--- src/rtl/car_detect_counter_if.sv ---
// +--------------------------------------------------------------------------+
// | car_detect_counter_if                                                    |
// | Lane-counter bus: tick/detector/clear in, count/car_pulse/overflow out.  |
// | Revision: 1.0                                                            |
// +--------------------------------------------------------------------------+
`default_nettype none

interface car_detect_counter_if;
  logic        tick_1ms;
  logic        detector;
  logic        clear;
  logic [13:0] count;
  logic        car_pulse;
  logic        overflow;

  modport master (
    output tick_1ms, detector, clear,
    input  count, car_pulse, overflow
  );

  modport slave (
    input  tick_1ms, detector, clear,
    output count, car_pulse, overflow
  );
endinterface

`default_nettype wire

--- src/rtl/car_detect_counter.sv ---
// +--------------------------------------------------------------------------+
// | car_detect_counter                                                       |
// | Synchronises and debounces one loop detector on the 1 ms tick and counts |
// | each accepted arrival. Define CAR_COUNT_SATURATE_EN for a saturating     |
// | count with sticky overflow; otherwise the count wraps to 0.              |
// | Revision: 1.0                                                            |
// +--------------------------------------------------------------------------+
`default_nettype none

module car_detect_counter #(
  parameter int DEB_MS    = 20,
  parameter int MAX_COUNT = 9999
) (
  input  logic                 clock,
  input  logic                 reset,
  car_detect_counter_if.slave  bus
);

  localparam int                 c_deb_w    = $clog2(DEB_MS);
  localparam logic [c_deb_w-1:0] c_deb_last = c_deb_w'(DEB_MS - 1);
  localparam logic [c_deb_w-1:0] c_deb_one  = c_deb_w'(1);
  localparam logic [13:0]        c_max      = 14'(MAX_COUNT);

  typedef enum logic [1:0] {
    IDLE       = 2'd0,
    CONFIRM_HI = 2'd1,
    PRESENT    = 2'd2,
    CONFIRM_LO = 2'd3
  } state_t;

  state_t             r_state;
  state_t             w_state_nxt;
  logic [c_deb_w-1:0] r_deb_cnt;
  logic [c_deb_w-1:0] w_deb_nxt;
  logic               w_accept;
  logic               r_sync1;
  logic               r_det_s;
  logic [13:0]        r_count;
  logic               r_car_pulse;
  logic               r_overflow;
  logic               w_at_max;

  always_ff @(posedge clock) begin
    if (reset) begin
      r_sync1   <= 1'b0;
      r_det_s   <= 1'b0;
      r_state   <= IDLE;
      r_deb_cnt <= '0;
    end else begin
      r_sync1   <= bus.detector;
      r_det_s   <= r_sync1;
      r_state   <= w_state_nxt;
      r_deb_cnt <= w_deb_nxt;
    end
  end

  // Debounce FSM only moves on tick clocks; an arrival is the CONFIRM_HI -> PRESENT step.
  always_comb begin
    w_state_nxt = r_state;
    w_deb_nxt   = r_deb_cnt;
    w_accept    = 1'b0;
    if (bus.tick_1ms) begin
      case (r_state)
        IDLE: begin
          if (r_det_s) begin
            w_state_nxt = CONFIRM_HI;
            w_deb_nxt   = c_deb_one;
          end
        end
        CONFIRM_HI: begin
          if (!r_det_s) begin
            w_state_nxt = IDLE;
            w_deb_nxt   = '0;
          end else if (r_deb_cnt == c_deb_last) begin
            w_state_nxt = PRESENT;
            w_deb_nxt   = '0;
            w_accept    = 1'b1;
          end else begin
            w_deb_nxt   = r_deb_cnt + c_deb_one;
          end
        end
        PRESENT: begin
          if (!r_det_s) begin
            w_state_nxt = CONFIRM_LO;
            w_deb_nxt   = c_deb_one;
          end
        end
        CONFIRM_LO: begin
          if (r_det_s) begin
            w_state_nxt = PRESENT;
            w_deb_nxt   = '0;
          end else if (r_deb_cnt == c_deb_last) begin
            w_state_nxt = IDLE;
            w_deb_nxt   = '0;
          end else begin
            w_deb_nxt   = r_deb_cnt + c_deb_one;
          end
        end
        default: begin
          w_state_nxt = IDLE;
          w_deb_nxt   = '0;
        end
      endcase
    end
  end

  assign w_at_max = (r_count == c_max);

  // Clear beats a same-clock arrival for the count, but car_pulse still fires.
  always_ff @(posedge clock) begin
    if (reset) begin
      r_count     <= '0;
      r_car_pulse <= 1'b0;
    end else begin
      r_car_pulse <= w_accept;
      if (bus.clear) begin
        r_count <= '0;
      end else if (w_accept) begin
        if (!w_at_max) begin
          r_count <= r_count + 14'd1;
        end else begin
`ifdef CAR_COUNT_SATURATE_EN
          r_count <= c_max;
`else
          r_count <= '0;
`endif
        end
      end
    end
  end

  always_ff @(posedge clock) begin
    if (reset) begin
      r_overflow <= 1'b0;
    end else begin
`ifdef CAR_COUNT_SATURATE_EN
      if (bus.clear) begin
        r_overflow <= 1'b0;
      end else if (w_accept && w_at_max) begin
        r_overflow <= 1'b1;
      end
`else
      r_overflow <= w_accept && w_at_max;
`endif
    end
  end

  assign bus.count     = r_count;
  assign bus.car_pulse = r_car_pulse;
  assign bus.overflow  = r_overflow;

endmodule

`default_nettype wire

--- src/flat_wrapper.sv ---
// flat-port wrapper written by rule: the top's interface ports become plain ports
module car_detect_counter_flat 
#(
  parameter int DEB_MS    = 20,
  parameter int MAX_COUNT = 9999
)
  (clock, reset, bus_tick_1ms, bus_detector, bus_clear, bus_count, bus_car_pulse, bus_overflow);
  car_detect_counter_if bus_i ();
  input  logic clock;
  input  logic reset;
  input wire logic [$bits(bus_i.tick_1ms)-1:0] bus_tick_1ms;
  input wire logic [$bits(bus_i.detector)-1:0] bus_detector;
  input wire logic [$bits(bus_i.clear)-1:0] bus_clear;
  output wire logic [$bits(bus_i.count)-1:0] bus_count;
  output wire logic [$bits(bus_i.car_pulse)-1:0] bus_car_pulse;
  output wire logic [$bits(bus_i.overflow)-1:0] bus_overflow;
  assign bus_i.tick_1ms = bus_tick_1ms;
  assign bus_i.detector = bus_detector;
  assign bus_i.clear = bus_clear;
  assign bus_count = bus_i.count;
  assign bus_car_pulse = bus_i.car_pulse;
  assign bus_overflow = bus_i.overflow;
  car_detect_counter #(.DEB_MS(DEB_MS), .MAX_COUNT(MAX_COUNT)) u_core (.clock(clock), .reset(reset), .bus(bus_i));
endmodule
--- config.mk ---
export PLATFORM = sky130hd
export DESIGN_NAME = car_detect_counter_flat
export DESIGN_NICKNAME = d
export VERILOG_FILES = /design/src/rtl/car_detect_counter_if.sv /design/src/rtl/car_detect_counter.sv /design/src/flat_wrapper.sv
export SDC_FILE = /design/constraint.sdc
export NUM_CORES = 1
export LEC_CHECK = 0
export ABC_AREA = 1
export BUFFER_PORTS_ARGS = -buffer_cell sky130_fd_sc_hd__buf_2
export CAP_MARGIN = 25
export CORE_MARGIN = 2
export CORE_UTILIZATION = 59
export CTS_CLUSTER_DIAMETER = 100
export DETAILED_ROUTE_END_ITERATION = 12
export GPL_ROUTABILITY_DRIVEN = 1
export HOLD_SLACK_MARGIN = 0.03
export PLACE_DENSITY = 0.87
export SYNTH_ARGS = -nofsm -noshare
export SYNTH_HDL_FRONTEND = slang
export SYNTH_SLANG_ARGS = --single-unit
export TNS_END_PERCENT = 20
--- constraint.sdc ---
create_clock -name clock -period 3.7 [get_ports clock]
set_clock_uncertainty 0.2 [all_clocks]
set_input_delay 0.74 -clock clock [delete_from_list [all_inputs] [get_ports clock]]
set_output_delay 0.74 -clock clock [all_outputs]
set_load 0.01 [all_outputs]
Yosys cells after proc, flatten, opt, wreduce, memory -nomap -nowiden
Index checks and enable logic that the tools add are counted.

storage, ports and cells
  word-level logic and storage cells = 41
  bits of input ports = 5
  flip-flop bits (word level) = 25
  output and inout bits = 16

operators by class
  add/subtract/negate cells = 2
  eq/ne operators = 9
  reduce and logical (&&, ||, !) cells = 5
  muxes and demuxes = 18

operator list
  operator               count
  $mux 5                 5
  $pmux 5 s4             1
  $add 14x1->14 const B  1
  $eq 14x14->1 const B   1
  $mux 14                1
  $mux 2                 6
  $pmux 2 s4             1
  $add 5x1->5 const B    1
  $eq 5x5->1 const B     1
  $reduce_and 5->1       1
  $eq 2x2->1 const B     2
  $mux 1                 4
  $ne 3x1->1 const B     1
  $ne 3x3->1 const B     1
  $reduce_and 3->1       1
  $eq 2x1->1 const B     1
  $logic_not 2->1        1
  $ne 2x1->1 const B     1
  $ne 2x2->1 const B     1
  $reduce_or 2->1        1
  $logic_and 1x1->1      1

Depth between registers and ports, before layout
  word-level depth = 6
  depth in mapped cells = 10
  depth with buffers taken out = 10

Worst setup path after synthesis
No wires, ideal clock.

  path type = input to register
  start = input port bus_tick_1ms
  end = register u_core.r_count[10] (netlist: u_core.bus.count[10])
  stages on the path = 7
  arrival = 1.369 ns
  path buffers = 0
  data required time = 3.385 ns
  slack = 2.016 ns
  library setup time = 0.115 ns
  cell sequence = nand4_1 -> nor2_4 -> nand3_1 -> nand2_1 -> inv_2 -> nand2_1 -> nor2_1

on the way
  longest elaborated chain between the ends = 1

RTL lines
  element               RTL line                   source
  start, declared       flat_wrapper.sv:11         input wire logic [$bits(bus_i.tick_1ms)-1:0] bus_tick_1ms;
  $mux 1                car_detect_counter.sv:62   if (bus.tick_1ms) begin
  end signal, assigned  car_detect_counter.sv:120  r_count <= r_count + 14'd1;
  end, declared         car_detect_counter.sv:38   logic [13:0] r_count;

No other way between the ends.
A chain may end at the register's enable or synchronous reset.

Final worst setup path
  start = register u_core.r_deb_cnt[0]
  end = register u_core.r_count[13] (netlist: u_core.bus.count[13])

on the way
  longest elaborated chain between the ends = 5

RTL lines
  element                 RTL line                  source
  start, declared         car_detect_counter.sv:33  logic [c_deb_w-1:0] r_deb_cnt;
  start signal, assigned  car_detect_counter.sv:53  r_deb_cnt <= w_deb_nxt;
  $eq 5x5->1              car_detect_counter.sv:74  end else if (r_deb_cnt == c_deb_last) begin
  $mux 1                  car_detect_counter.sv:74
  $mux 1                  car_detect_counter.sv:71  if (!r_det_s) begin
  $mux 1                  car_detect_counter.sv:63  case (r_state)
  $mux 1                  car_detect_counter.sv:62

No other way between the ends.

==> impl_metrics.json <==
{
  "outcome": "finished, final reports clean",
  "io_buffers": 20,
  "io_pins": 21,
  "path_clk_slew_ns": 0.13,
  "avgSynthCellArea_um2": 6.65,
  "critPathKind": "reg2reg",
  "clock-sinks": 25,
  "finalInstanceArea_um2": 1430,
  "dieArea_um2": 2560,
  "vias": 1270,
  "finalCritPeriodShare_pct": 55.0,
  "end_kind": "flop",
  "fmax_mhz": 491,
  "syn_inst": 193,
  "wl_per_cell_um": 11.2,
  "hold_path.class": "reg2reg",
  "grt_first_pass_wirelength_um": 4820,
  "ys.flop_type": "dfxtp_1",
  "power.density_nw_per_um2": 288,
  "die_h_um": 50.6,
  "synth_top_area_share_pct": 39.0,
  "ir_drop_v": 0.000257,
  "period_needed_ns": 2.03,
  "core_um2": 2000,
  "syn-num-nets": 200,
  "clock_latency_ns": 0.33,
  "p_leak_nw": 0.635,
  "drv_slew": 0,
  "grt_overflow_total": 0,
  "root_buffer": "clkbuf_4",
  "synth_edf_count": 0,
  "cts_buffers": 3,
  "antenna_found_initial": 0,
  "cts_resized": 0,
  "drtIter0Drc": 30,
  "final_nets": 223,
  "ys_seq_elements": 25,
  "syn2layout_area_growth_pct": 11.4,
  "num_rows": 16,
  "fin_util_pct": 71.4,
  "n_antenna_cell": 0,
  "cp.required_ns": 3.74,
  "cts_tree": "yes",
  "synth_area_um2": 1280,
  "drc_errors": 0,
  "routed_wl_um": 2700,
  "yosysSeqAreaShare_pct": 39.0,
  "postRouteAntennaNets": 0,
  "cts_max_path_buffers": 2,
  "dr.pass1.iters": 4,
  "yosysWarnings": 0,
  "cp.arrival_ns": 2.07,
  "cts_max_level": 1,
  "grt_max_degree": 15,
  "hold_violations": 0,
  "initial_utilization_pct": 64.1,
  "rsz0062_at_grt": "false",
  "start_kind": "flop",
  "dp_hpwl_um": 2060,
  "drive_gt1_share_pct": 17.7,
  "yosys-top-cells-count": "nand2_1 (49), nor2_1 (38), dfxtp_1 (25)",
  "viasPerCell": 5.25,
  "grt_usage_pct": 24.7,
  "cp_max_fo": 13,
  "fin_total_pwr_w": 0.000413,
  "die-width_um": 50.6,
  "tightest_slew_ns": 0.471,
  "slew_headroom_pct": 68.4,
  "gp_congestion": 0.899,
  "synth_most_common_cell": "nand2_1",
  "synth_area_leaders": "dfxtp_1 (39%), nand2_1 (14%), nor2_1 (11%), nand3_1 (6.2%), inv_1 (5.3%)",
  "grt_pass1_vias": 1177,
  "synthArstFlopShare_pct": 0,
  "max_cap_viol_count": 0,
  "tns_ns": 0,
  "cts_hold_buf": 0,
  "yosysUniqueCellTypes": 24,
  "yosys.area.top_type": "dfxtp_1",
  "placed_cell_area_um2": 1400,
  "setup_viol": 0,
  "post-cts-setup-buffers": 0
}
power by group:
group | internal [W] | switching [W] | leakage (nW)
Sequential | 0.000271 | 0.00000157 | 0.202
Clock | 0.0000406 | 0.0000844 | 0.0177
Combinational | 0.00000461 | 0.0000100 | 0.415
worst max-delay path, cell delays in order, from the launching register on:
cell and delay, ns:
dfxtp_1 0.39, ha_1 0.23, nand2_1 0.07, clkinv_1 0.04
nand2_1 0.13, nor2_4 0.34, nand3_1 0.16, nand2_1 0.20
inv_2 0.09, nand2_1 0.06, nor2_1 0.04
cell type report:
class,instances,area [µm²]
Clock buffer,3,22.5
Clock inverter,1,5.00
Fill cell,175,572
Inverter,26,97.6
Multi-Input combinational cell,140,671
Sequential cell,25,500
Tap cell,27,33.8
Timing Repair Buffer,20,100
per-layer routing:
layer  up-vias  track usage [%]  share of wire (%)
met2        57             41.2                 45
li1        649                -                  -
met1       559             31.8                 47
met5         -                0                  0
met3         5             2.68                6.8
met4         0             11.3                1.9
layout by cell type (no fill, tap or decap):
cell type	count
o21ai_1	2
ha_1	2
xor2_1	3
a21oi_1	12
o21ai_0	1
clkinv_2	1
buf_2	20
clkinv_1	1
nand4_1	3
clkbuf_4	3
nand3b_2	1
nand2_1	49
nor2_1	38
inv_1	18
and3_1	1
nand2_2	1
nor3b_2	1
nor3_1	3
inv_2	7
o21bai_1	1
nor2_4	2
xnor2_1	2
nand3_2	2
nand3_1	16
dfxtp_1	25
worst paths after layout:
kind                            start                    to  slack [ns]  depth (start not counted)
hold reg to reg        u_core.r_sync1        u_core.r_det_s        0.22                          2
hold / removal         u_core.r_sync1        u_core.r_det_s        0.22                          2
setup / recovery  u_core.r_deb_cnt[0]  u_core.bus.count[13]        1.67                         10
setup reg to reg  u_core.r_deb_cnt[0]  u_core.bus.count[13]        1.67                         10
sequential cells by signal (all words and copies together), names as in the netlist, named ones only:
register,flops
u_core.bus.count,14
u_core.r_deb_cnt,5
u_core.bus.car_pulse,1
u_core.bus.overflow,1
u_core.r_det_s,1
u_core.r_state,1
u_core.r_sync1,1
kinds of logic after synthesis:
group | after synthesis | share of synthesized area [%]
buffers and inverters | 28 | 8.77
AO/OA/AOI/OAI | 16 | 6.43
adder cells (fa/ha/maj) | 2 | 1.95
XOR/XNOR | 5 | 3.41
flip-flops | 25 | 39.0
AND/OR/NAND/NOR | 117 | 40.4
through the flow:
stage | instances | setup WS [ns] | hold WS (ns)
2_1_floorplan | 193 | 2.02 | 0.188
3_3_place_gp | 238 | 1.60 | 0.191
3_5_place_dp | 238 | 1.54 | 0.200
4_1_cts | 242 | 1.66 | 0.221
5_1_grt | 242 | 1.43 | 0.233
6_report | 242 | 1.67 | 0.218
No activity file was read; power rests on OpenSTA's default activity.
